$ cat src/rtl/mem_port_arbiter_pkg.sv
// Shared types for the memory port arbiter: FSM states, grant-side encoding,
// watchdog width and default timeout.
package mem_arb_pkg;

    localparam int unsigned TIMEOUT_CYCLES_DEF = 255;
    localparam int          WD_W               = 8;

    typedef enum logic [1:0] {
        ST_IDLE   = 2'd0,
        ST_BUSY_I = 2'd1,
        ST_BUSY_D = 2'd2,
        ST_RESP   = 2'd3
    } state_e;

    typedef enum logic {
        GNT_I = 1'b0,
        GNT_D = 1'b1
    } gnt_e;

    function automatic logic [31:0] word_align(input logic [31:0] addr);
        return {addr[31:2], 2'b00};
    endfunction

endpackage

$ cat src/rtl/mem_port_arbiter_if.sv
// Requester and shared-memory bus signals of the arbiter; master is the
// arbiter side, slave is the environment (requesters plus memory).
interface mem_port_arbiter_if;

    logic        i_req;
    logic [31:0] i_addr;
    logic [31:0] i_rdata;
    logic        i_ack;

    logic        d_req;
    logic        d_we;
    logic [31:0] d_addr;
    logic [31:0] d_wdata;
    logic [31:0] d_rdata;
    logic        d_ack;

    logic        m_req;
    logic        m_we;
    logic [31:0] m_addr;
    logic [31:0] m_wdata;
    logic [31:0] m_rdata;
    logic        m_ready;

    modport master (
        input  i_req, i_addr, d_req, d_we, d_addr, d_wdata, m_rdata, m_ready,
        output i_rdata, i_ack, d_rdata, d_ack, m_req, m_we, m_addr, m_wdata
    );

    modport slave (
        output i_req, i_addr, d_req, d_we, d_addr, d_wdata, m_rdata, m_ready,
        input  i_rdata, i_ack, d_rdata, d_ack, m_req, m_we, m_addr, m_wdata
    );

endinterface

$ cat src/rtl/mem_port_arbiter_watchdog.sv
// Busy-cycle watchdog: counts enabled cycles since the last clear and flags
// the cycle in which the count reaches the limit.
module mem_arb_watchdog
    import mem_arb_pkg::*;
(
    input  logic            clk,
    input  logic            rst,
    input  logic            clear_i,
    input  logic            enable_i,
    input  logic [WD_W-1:0] limit_i,
    output logic            expired_o
);

    logic [WD_W-1:0] cnt_q, cnt_d;

    always_comb begin
        cnt_d = cnt_q;
        if (clear_i) begin
            cnt_d = '0;
        end else if (enable_i && (cnt_q != '1)) begin
            cnt_d = cnt_q + 1'b1;
        end
    end

    always_ff @(posedge clk) begin
        if (!rst) begin
            cnt_q <= '0;
        end else begin
            cnt_q <= cnt_d;
        end
    end

    // cnt_q holds the number of busy cycles already elapsed, so this cycle is number cnt_q+1
    assign expired_o = enable_i && (({1'b0, cnt_q} + 9'd1) >= {1'b0, limit_i});

endmodule

$ cat src/rtl/mem_port_arbiter.sv
// Two-requester (fetch/data) arbiter onto one shared memory port with a
// busy watchdog. Define MEM_ARB_RR_EN for round-robin tie-breaking.
module mem_port_arbiter
    import mem_arb_pkg::*;
#(
    parameter int unsigned TIMEOUT_CYCLES = TIMEOUT_CYCLES_DEF
) (
    input  logic               clk,
    input  logic               rst,
    mem_port_arbiter_if.master bus,
    output logic               err
);

    localparam logic [WD_W-1:0] WD_LIMIT = WD_W'(TIMEOUT_CYCLES);

    state_e      state_q, state_d;
    gnt_e        gnt_q, gnt_d;
    logic [31:0] addr_q, addr_d;
    logic        we_q, we_d;
    logic [31:0] wdata_q, wdata_d;
    logic [31:0] i_rdata_q, i_rdata_d;
    logic [31:0] d_rdata_q, d_rdata_d;
    logic        err_q, err_d;
    logic        busy;
    logic        wd_expired;
    logic        pick_d;

    assign busy = (state_q == ST_BUSY_I) || (state_q == ST_BUSY_D);

    mem_arb_watchdog u_wd (
        .clk       (clk),
        .rst       (rst),
        .clear_i   (!busy),
        .enable_i  (busy),
        .limit_i   (WD_LIMIT),
        .expired_o (wd_expired)
    );

`ifdef MEM_ARB_RR_EN
    gnt_e last_q, last_d;

    // On a tie the side that did not win the previous grant goes first
    assign pick_d = bus.d_req && (!bus.i_req || (last_q == GNT_I));

    always_comb begin
        last_d = last_q;
        if ((state_q == ST_IDLE) && (bus.d_req || bus.i_req)) begin
            last_d = pick_d ? GNT_D : GNT_I;
        end
    end

    always_ff @(posedge clk) begin
        if (!rst) begin
            last_q <= GNT_I;
        end else begin
            last_q <= last_d;
        end
    end
`else
    assign pick_d = bus.d_req;
`endif

    always_comb begin
        state_d   = state_q;
        gnt_d     = gnt_q;
        addr_d    = addr_q;
        we_d      = we_q;
        wdata_d   = wdata_q;
        i_rdata_d = i_rdata_q;
        d_rdata_d = d_rdata_q;
        err_d     = err_q;
        case (state_q)
            ST_IDLE: begin
                if (pick_d) begin
                    state_d = ST_BUSY_D;
                    gnt_d   = GNT_D;
                    addr_d  = word_align(bus.d_addr);
                    we_d    = bus.d_we;
                    wdata_d = bus.d_wdata;
                end else if (bus.i_req) begin
                    state_d = ST_BUSY_I;
                    gnt_d   = GNT_I;
                    addr_d  = word_align(bus.i_addr);
                    we_d    = 1'b0;
                    wdata_d = '0;
                end
            end
            ST_BUSY_I, ST_BUSY_D: begin
                // Memory completion takes precedence over a watchdog expiry in the same cycle
                if (bus.m_ready) begin
                    state_d = ST_RESP;
                    if (gnt_q == GNT_D) begin
                        d_rdata_d = we_q ? 32'd0 : bus.m_rdata;
                    end else begin
                        i_rdata_d = bus.m_rdata;
                    end
                end else if (wd_expired) begin
                    state_d = ST_RESP;
                    err_d   = 1'b1;
                    if (gnt_q == GNT_D) begin
                        d_rdata_d = '0;
                    end else begin
                        i_rdata_d = '0;
                    end
                end
            end
            ST_RESP: state_d = ST_IDLE;
            default: state_d = ST_IDLE;
        endcase
    end

    always_ff @(posedge clk) begin
        if (!rst) begin
            state_q   <= ST_IDLE;
            gnt_q     <= GNT_I;
            addr_q    <= '0;
            we_q      <= 1'b0;
            wdata_q   <= '0;
            i_rdata_q <= '0;
            d_rdata_q <= '0;
            err_q     <= 1'b0;
        end else begin
            state_q   <= state_d;
            gnt_q     <= gnt_d;
            addr_q    <= addr_d;
            we_q      <= we_d;
            wdata_q   <= wdata_d;
            i_rdata_q <= i_rdata_d;
            d_rdata_q <= d_rdata_d;
            err_q     <= err_d;
        end
    end

    assign bus.m_req   = busy;
    assign bus.m_we    = busy && we_q;
    assign bus.m_addr  = addr_q;
    assign bus.m_wdata = wdata_q;
    assign bus.i_ack   = (state_q == ST_RESP) && (gnt_q == GNT_I);
    assign bus.d_ack   = (state_q == ST_RESP) && (gnt_q == GNT_D);
    assign bus.i_rdata = i_rdata_q;
    assign bus.d_rdata = d_rdata_q;
    assign err         = err_q;

endmodule
$ cat src/flat_wrapper.sv
// flat-port wrapper written by rule: the top's interface ports become plain ports
module mem_port_arbiter_flat import mem_arb_pkg::*;
#(
    parameter int unsigned TIMEOUT_CYCLES = TIMEOUT_CYCLES_DEF
)
  (clk, rst, err, bus_i_req, bus_i_addr, bus_d_req, bus_d_we, bus_d_addr, bus_d_wdata, bus_m_rdata, bus_m_ready, bus_i_rdata, bus_i_ack, bus_d_rdata, bus_d_ack, bus_m_req, bus_m_we, bus_m_addr, bus_m_wdata);
  mem_port_arbiter_if bus_i ();
  input  logic clk;
  input  logic rst;
  output logic err;
  input wire logic [$bits(bus_i.i_req)-1:0] bus_i_req;
  input wire logic [$bits(bus_i.i_addr)-1:0] bus_i_addr;
  input wire logic [$bits(bus_i.d_req)-1:0] bus_d_req;
  input wire logic [$bits(bus_i.d_we)-1:0] bus_d_we;
  input wire logic [$bits(bus_i.d_addr)-1:0] bus_d_addr;
  input wire logic [$bits(bus_i.d_wdata)-1:0] bus_d_wdata;
  input wire logic [$bits(bus_i.m_rdata)-1:0] bus_m_rdata;
  input wire logic [$bits(bus_i.m_ready)-1:0] bus_m_ready;
  output wire logic [$bits(bus_i.i_rdata)-1:0] bus_i_rdata;
  output wire logic [$bits(bus_i.i_ack)-1:0] bus_i_ack;
  output wire logic [$bits(bus_i.d_rdata)-1:0] bus_d_rdata;
  output wire logic [$bits(bus_i.d_ack)-1:0] bus_d_ack;
  output wire logic [$bits(bus_i.m_req)-1:0] bus_m_req;
  output wire logic [$bits(bus_i.m_we)-1:0] bus_m_we;
  output wire logic [$bits(bus_i.m_addr)-1:0] bus_m_addr;
  output wire logic [$bits(bus_i.m_wdata)-1:0] bus_m_wdata;
  assign bus_i.i_req = bus_i_req;
  assign bus_i.i_addr = bus_i_addr;
  assign bus_i.d_req = bus_d_req;
  assign bus_i.d_we = bus_d_we;
  assign bus_i.d_addr = bus_d_addr;
  assign bus_i.d_wdata = bus_d_wdata;
  assign bus_i.m_rdata = bus_m_rdata;
  assign bus_i.m_ready = bus_m_ready;
  assign bus_i_rdata = bus_i.i_rdata;
  assign bus_i_ack = bus_i.i_ack;
  assign bus_d_rdata = bus_i.d_rdata;
  assign bus_d_ack = bus_i.d_ack;
  assign bus_m_req = bus_i.m_req;
  assign bus_m_we = bus_i.m_we;
  assign bus_m_addr = bus_i.m_addr;
  assign bus_m_wdata = bus_i.m_wdata;
  mem_port_arbiter #(.TIMEOUT_CYCLES(TIMEOUT_CYCLES)) u_core (.clk(clk), .rst(rst), .bus(bus_i), .err(err));
endmodule
$ cat config.mk
export PLATFORM = sky130hd
export DESIGN_NAME = mem_port_arbiter_flat
export DESIGN_NICKNAME = d
export VERILOG_FILES = /design/src/rtl/mem_port_arbiter_pkg.sv /design/src/rtl/mem_port_arbiter_if.sv /design/src/rtl/mem_port_arbiter_watchdog.sv /design/src/rtl/mem_port_arbiter.sv /design/src/flat_wrapper.sv
export SDC_FILE = /design/constraint.sdc
export NUM_CORES = 1
export LEC_CHECK = 0
export CAP_MARGIN = 10
export CORE_ASPECT_RATIO = 1.2
export CORE_UTILIZATION = 24
export DETAILED_ROUTE_END_ITERATION = 8
export HOLD_SLACK_MARGIN = 0.12
export PLACE_DENSITY = 0.51
export SYNTH_ARGS = -nofsm -noshare
export SYNTH_HDL_FRONTEND = slang
export SYNTH_HIERARCHICAL = 1
export SYNTH_SLANG_ARGS = --single-unit
$ cat constraint.sdc
create_clock -name clk -period 7.4 [get_ports clk]
set_input_delay 1.11 -clock clk [delete_from_list [all_inputs] [get_ports clk]]
set_output_delay 1.11 -clock clk [all_outputs]
set_load 0.01 [all_outputs]
==> Yosys cells after proc, flatten, opt, wreduce, memory -nomap -nowiden <==
Index checks and enable logic that the tools add are counted.
{ "op_classes": {"add_sub_neg": 2, "mul": 0, "n_div": 0, "n_lt_le_gt_ge": 1, "n_eq_ne": 6, "n_shift": 0, "mux": 21, "bitwise_logic": 2, "reduce_logical": 16} }
{ "op_table": {"columns": ["operator", "count"], "rows": [
  ["two-way mux 32 bit", 13],
  ["adder 8 x 1 -> 9 bit (second input constant)", 1],
  [">= comparator 9 x 8 -> 1 bit (second input constant)", 1],
  ["AND reduction 3 bit", 3],
  ["adder 8 x 1 -> 8 bit (second input constant)", 1],
  ["two-way mux 2 bit", 4],
  ["!= test 8 bit (second input constant)", 1],
  ["!= test 3 bit (second input constant)", 2],
  ["one-hot mux 2 bit (3 select lines)", 1],
  ["AND reduction 2 bit", 3],
  ["logical AND 1 bit", 5],
  ["== test 2 bit (second input constant)", 2],
  ["nonzero test 2 bit", 2],
  ["two-way mux 1 bit", 3],
  ["== test 2 x 1 -> 1 bit (second input constant)", 1],
  ["logical NOT 2 bit", 1],
  ["NOT 1 bit", 2],
  ["OR reduction 2 bit", 1],
  ["logical OR 1 bit", 1]
]} }
{ "totals": {"register_bits": 141, "latch_bits": 0, "ram_bits": 0, "mem_bits_ro": 0, "elab_cells": 57, "n_memories": 0} }

==> Logic depth before layout (Yosys ltp) <==
{ "logic_depth": {"word_depth": 6, "depth_mapped": 13, "depth_no_buf": 12} }

==> By module <==
Netlist, hierarchy kept.
{ "by_module_without_submodules": {"columns": ["module", "instances", "cells_per_inst", "area_per_inst_um2", "seq_area_each_um2"], "rows": [
  ["mem_port_arbiter", 1, 603, 5475.3, 2622.5],
  ["mem_arb_watchdog", 1, 83, 698.2, 160.2]
]} }

==> Worst setup path after synthesis <==
No wires, ideal clock.
{ "synth_path": {"path_type": "flip-flop to flip-flop", "from": "register u_core.u_wd.cnt_q[0]", "to": "register u_core.state_q[0]", "arrival_ps": 2606, "t_required_ps": 7278, "slack_ps": 4673, "path_stages_with_launch": 13, "n_path_buf": 0, "cell_sequence": "dfxtp_1 > ha_1 > nand3_4 > nor2_1 > xor2_1 > ha_1 > nand2_1 > nor2_1 > a21oi_1 > o21ai_0 > nor3b_1 > or2_1 > o311a_1"} }
{ "synth_between": {"elab_chain_len": 5} }
{ "synth_rtl": {"columns": ["item", "line", "source"], "rows": [
  ["start, declared", "mem_port_arbiter_watchdog.sv:14", "logic [WD_W-1:0] cnt_q, cnt_d;"],
  ["start signal, assigned", "mem_port_arbiter_watchdog.sv:29", "cnt_q <= cnt_d;"],
  ["adder 8 x 1 -> 9 bit", "mem_port_arbiter_watchdog.sv:34", "assign expired_o = enable_i && (({1'b0, cnt_q} + 9'd1) >= {1'b0, limit_i});"],
  [">= comparator 9 x 8 -> 1 bit", "mem_port_arbiter_watchdog.sv:34", null],
  ["logical AND 1 bit", "mem_port_arbiter_watchdog.sv:34", null],
  ["via u_core.wd_expired", "mem_port_arbiter.sv:25", "logic wd_expired;"],
  ["!= test 3 bit (no line)", null, null],
  ["AND reduction 2 bit (no line)", null, null],
  ["end signal, assigned", "mem_port_arbiter.sv:123", "state_q <= state_d;"],
  ["end, declared", "mem_port_arbiter.sv:16", "state_e state_q, state_d;"]
]} }
The timed path passes the listed nets, and every way through them passes these cells.
A chain may end at the register's enable or synchronous reset.

==> Worst setup path after layout <==
{ "layout_path": {"from": "register u_core.state_q[0]", "to": "output port bus_m_we"} }
{ "layout_between": {"elab_chain_len": 3, "elab_cells_between_ends": 4, "classes_between": "2 x eq/ne; 2 x reduce/logical"} }
{ "layout_rtl": {"columns": ["item", "line", "source"], "rows": [
  ["== test 2 x 1 -> 1 bit or == test 2 bit (tied branches)", "mem_port_arbiter.sv:28", "assign busy = (state_q == ST_BUSY_I) || (state_q == ST_BUSY_D);"],
  ["logical OR 1 bit *", "mem_port_arbiter.sv:28", null],
  ["logical AND 1 bit *", "mem_port_arbiter.sv:135", "assign bus.m_we = busy && we_q;"],
  ["end, declared", "flat_wrapper.sv:24", "output wire logic [$bits(bus_i.m_we)-1:0] bus_m_we;"]
]} }
Every way passes the cells marked *; elsewhere a longest branch is shown, timed or not.

==> summary.txt <==
Max IR drop VDD -> 0.000151 V
switching share of power -> 31.2%
vias per inst -> 4.43
Hold Startpoint -> u_core/bus.m_wdata[22]
max cap viols -> 0
Slew HR -> 31.7%
sequential area share after synthesis -> 45.1%
area of the multi-input gates -> 3050 sq um
WHS -> 0.453 ns
final hold vios -> 0
Power Dens Cells -> 289 nW/um^2
Synth Instances -> 686
placed insts -> 1225
1st-iter DRT viols -> 212
hold path depth -> 2
fin cells -> 1256
setup tns final -> 0 ns
sw power -> 0.865 mW
Worst R2R End -> u_core/bus.i_rdata[21]
family with the most delay on the worst path -> adder cells
first-pass GRT wire length -> 29600 um
TritonCTS buffer count -> 17
worst skew pair latency -> 0.42 ns
Worst Hold Class -> reg -> reg
final instance area -> 9580 sq um
share of cells above drive strength 1 -> 5.59%
Internal -> 1.90 mW
Remaining Overflow, GRT -> 0
clock power share -> 34.2%
Crit path required time -> 6.29 ns
placed inst area -> 8930 sq um
final setup violation count -> 0
CP Class -> reg -> out
post-synth top area cell -> dfxtp_1
Worst-Margin Slew -> 1.02 ns
vias in the first global route -> 5335
Top FF cell, synth -> dfxtp_1
crit-path cells -> inv_1 > ha_1 > and2_1 > clkdlybuf4s50_1
Ports -> 267
Arrival @ worst endpoint -> 2.34 ns
Post-DP HPWL -> 12900 um
synthesized area -> 6170 sq um
Post-Synthesis Mean Instance Area -> 9.00 sq um
outcome -> completed
nets@finish -> 1065
Initial Util -> 24.7%
Post-synth EDFFs -> 0
top cell type's share of synthesized area -> 45.1%
Pins Over Slew Limit -> 0
FF+latch count, synth -> 139
IO buf count -> 260
wire length per cell -> 15.1 um
CTS resizes -> 0
slowest stage delay, CP -> 0.73 ns
Reg-to-Reg Start -> u_core/u_wd/cnt_q[0]
core area -> 25000 sq um
Storage cell area -> 2780 sq um
Clk pin slew, worst setup/hold paths -> 0.06 ns
ys async rst share -> 0%
Final Skew -> 0.00851 ns
Achievable Freq -> 290 MHz
CP max FO -> 19
clk buf depth -> 2
reg2reg path depth -> 13
crit start category -> register
WP buf/inv -> 2
unrepaired setup endpoints after global routing -> false
Post-CTS Hold Fix Bufs -> 0
final WL -> 19000 um
chip width -> 148 um
final critical-path required period -> 3.45 ns
Final period util -> 46.6%
Std-Cell Rows -> 63
Seq pwr share -> 33.6%
synth top area cells -> dfxtp_1 45%, mux2i_1 10%, nand2_1 8.3%, nand3_1 8.1%, o211a_1 4.9%
post-synth cell types -> 46
Combinational Power Share -> 32.2%
Critical Path End Type -> primary output
router iterations before antenna repair -> 4
H-tree depth -> 4
Clock Tree Root -> clkbuf_16
Total GRT Usage -> 14.7%
Post-CTS Setup Repair Bufs -> 0
r2r setup slk -> 4.01 ns
yosys warns -> 6
CP max stage cell -> ha_1
CTS tree -> yes
Area Overhead vs Synth -> 55.1%
post-route ant nets -> 0
DR vias -> 5558
# DRC -> 0
Filler cells -> 2541
RD Place Congestion -> 0.741
Lkg Pwr -> 3.85 nW
Die ar. -> 26400 sq um
CTS Sinks -> 139
pin count of the biggest net entering global routing -> 91
antenna violations before repair -> 0
n_diodes -> 0
chip height -> 178 um
Hold Path Sink -> u_core/bus.m_wdata[22]
[power groups by stage]
stage	combinational [mW]	sequential, mW	clock (mW)
after CTS	0.911	0.932	0.980
after global placement	0.910	0.942	0
after detailed placement	0.906	0.945	0
final	0.892	0.931	0.947
after global routing	0.980	0.946	1.01
after floorplan	0.468	0.992	0
[state kept, by name, summed over array words and instances, names as in the netlist]
| signal | cells |
|---|---|
| u_core/bus.d_rdata | 32 |
| u_core/bus.i_rdata | 32 |
| u_core/bus.m_addr | 30 |
| u_core/bus.m_wdata | 32 |
| u_core/err | 1 |
| u_core/gnt_q | 1 |
| u_core/state_q | 2 |
| u_core/u_wd/cnt_q | 8 |
| u_core/we_q | 1 |
[tightest hold or removal path, cell delays in order (launching register included)]
cell and delay, ns:
dfxtp_1 0.31, nand2_1 0.05, a21boi_1 0.04
[cells by family after synthesis]
group | Yosys count | share of synthesized area, %
adder cells (fa/ha/maj) | 12 | 2.43
buffers and inverters | 72 | 6.10
other | 2 | 0.122
AND/OR/NAND/NOR | 269 | 20.2
XOR/XNOR | 8 | 1.14
multiplexers | 63 | 10.2
AO/OA/AOI/OAI | 121 | 14.7
flip-flops | 139 | 45.1
[worst max-delay path by stage]
| stage | endpoint | start | slack (ns) | depth (start not counted) |
|---|---|---|---|---|
| 3_5_place_dp | u_core/bus.i_rdata[21] | u_core/u_wd/cnt_q[0] | 3.98 | 13 |
| 2_1_floorplan | u_core/state_q[0] | u_core/u_wd/cnt_q[0] | 4.67 | 12 |
| 6_report | bus_m_we | u_core/state_q[0] | 3.95 | 4 |
| 4_1_cts | bus_m_we | u_core/state_q[0] | 3.90 | 4 |
| 5_1_grt | u_core/bus.i_rdata[28] | u_core/u_wd/cnt_q[0] | 3.66 | 13 |
| 3_3_place_gp | u_core/bus.i_rdata[22] | u_core/u_wd/cnt_q[0] | 3.99 | 13 |
[cell usage in the layout (no fill, tap or decap), drive strengths merged, types with 2 or more instances in the layout]
cell,synthesis,layout
a21boi,34,34
a21oi,7,7
and2,3,3
and4b,2,2
buf,40,10
bufinv,0,5
clkbuf,22,19
clkdlybuf4s50,0,258
clkinv,0,6
conb,2,10
dfxtp,139,139
ha,12,12
inv,10,10
mux2i,63,63
nand2,137,137
nand3,101,101
nor2,10,10
nor2b,3,3
nor3,4,4
nor3b,3,3
o211a,30,30
o21a,2,2
o21ai,41,41
o311a,2,2
xnor2,2,2
xor2,6,6
[layer usage]
metal	GRT usage (%)	share of wire, %	vias up
met5	0	0	-
met4	6.49	2.4	0
met3	5.37	7.4	27
met2	24.3	48	194
met1	16.8	42	2517
li1	-	-	2820
[cells in the mapped netlist, drive strengths merged, types with 2 or more instances]
master and count:
dfxtp 139, inv 10, nand2 137, o311a 2, xnor2 2, o211a 30
nand3 101, nor2b 3, a21oi 7, mux2i 63, o21ai 41, nor3 4
ha 12, and4b 2, and2 3, conb 2, buf 40, nor2 10
xor2 6, nor3b 3, clkbuf 22, o21a 2, a21boi 34
[stage by stage]
step	util, %	power (mW)	worst slack (ns)
finish	38.3	2.77	3.95
global route	38.3	2.93	3.66
CTS	38.3	2.82	3.90
detailed placement	35.7	1.85	3.98
global placement	35.7	1.85	3.99
floorplan	-	1.46	4.67
[area by class of cell]
type	instances	share of cell area [%]
clock buffer	19	4.73
clock inverter	12	2.04
inverter	10	0.392
multi-input combinational	483	31.8
sequential	139	29.1
tap	325	4.25
timing repair buffer	268	27.7
Note: power is estimated with default switching activity, not from simulation.
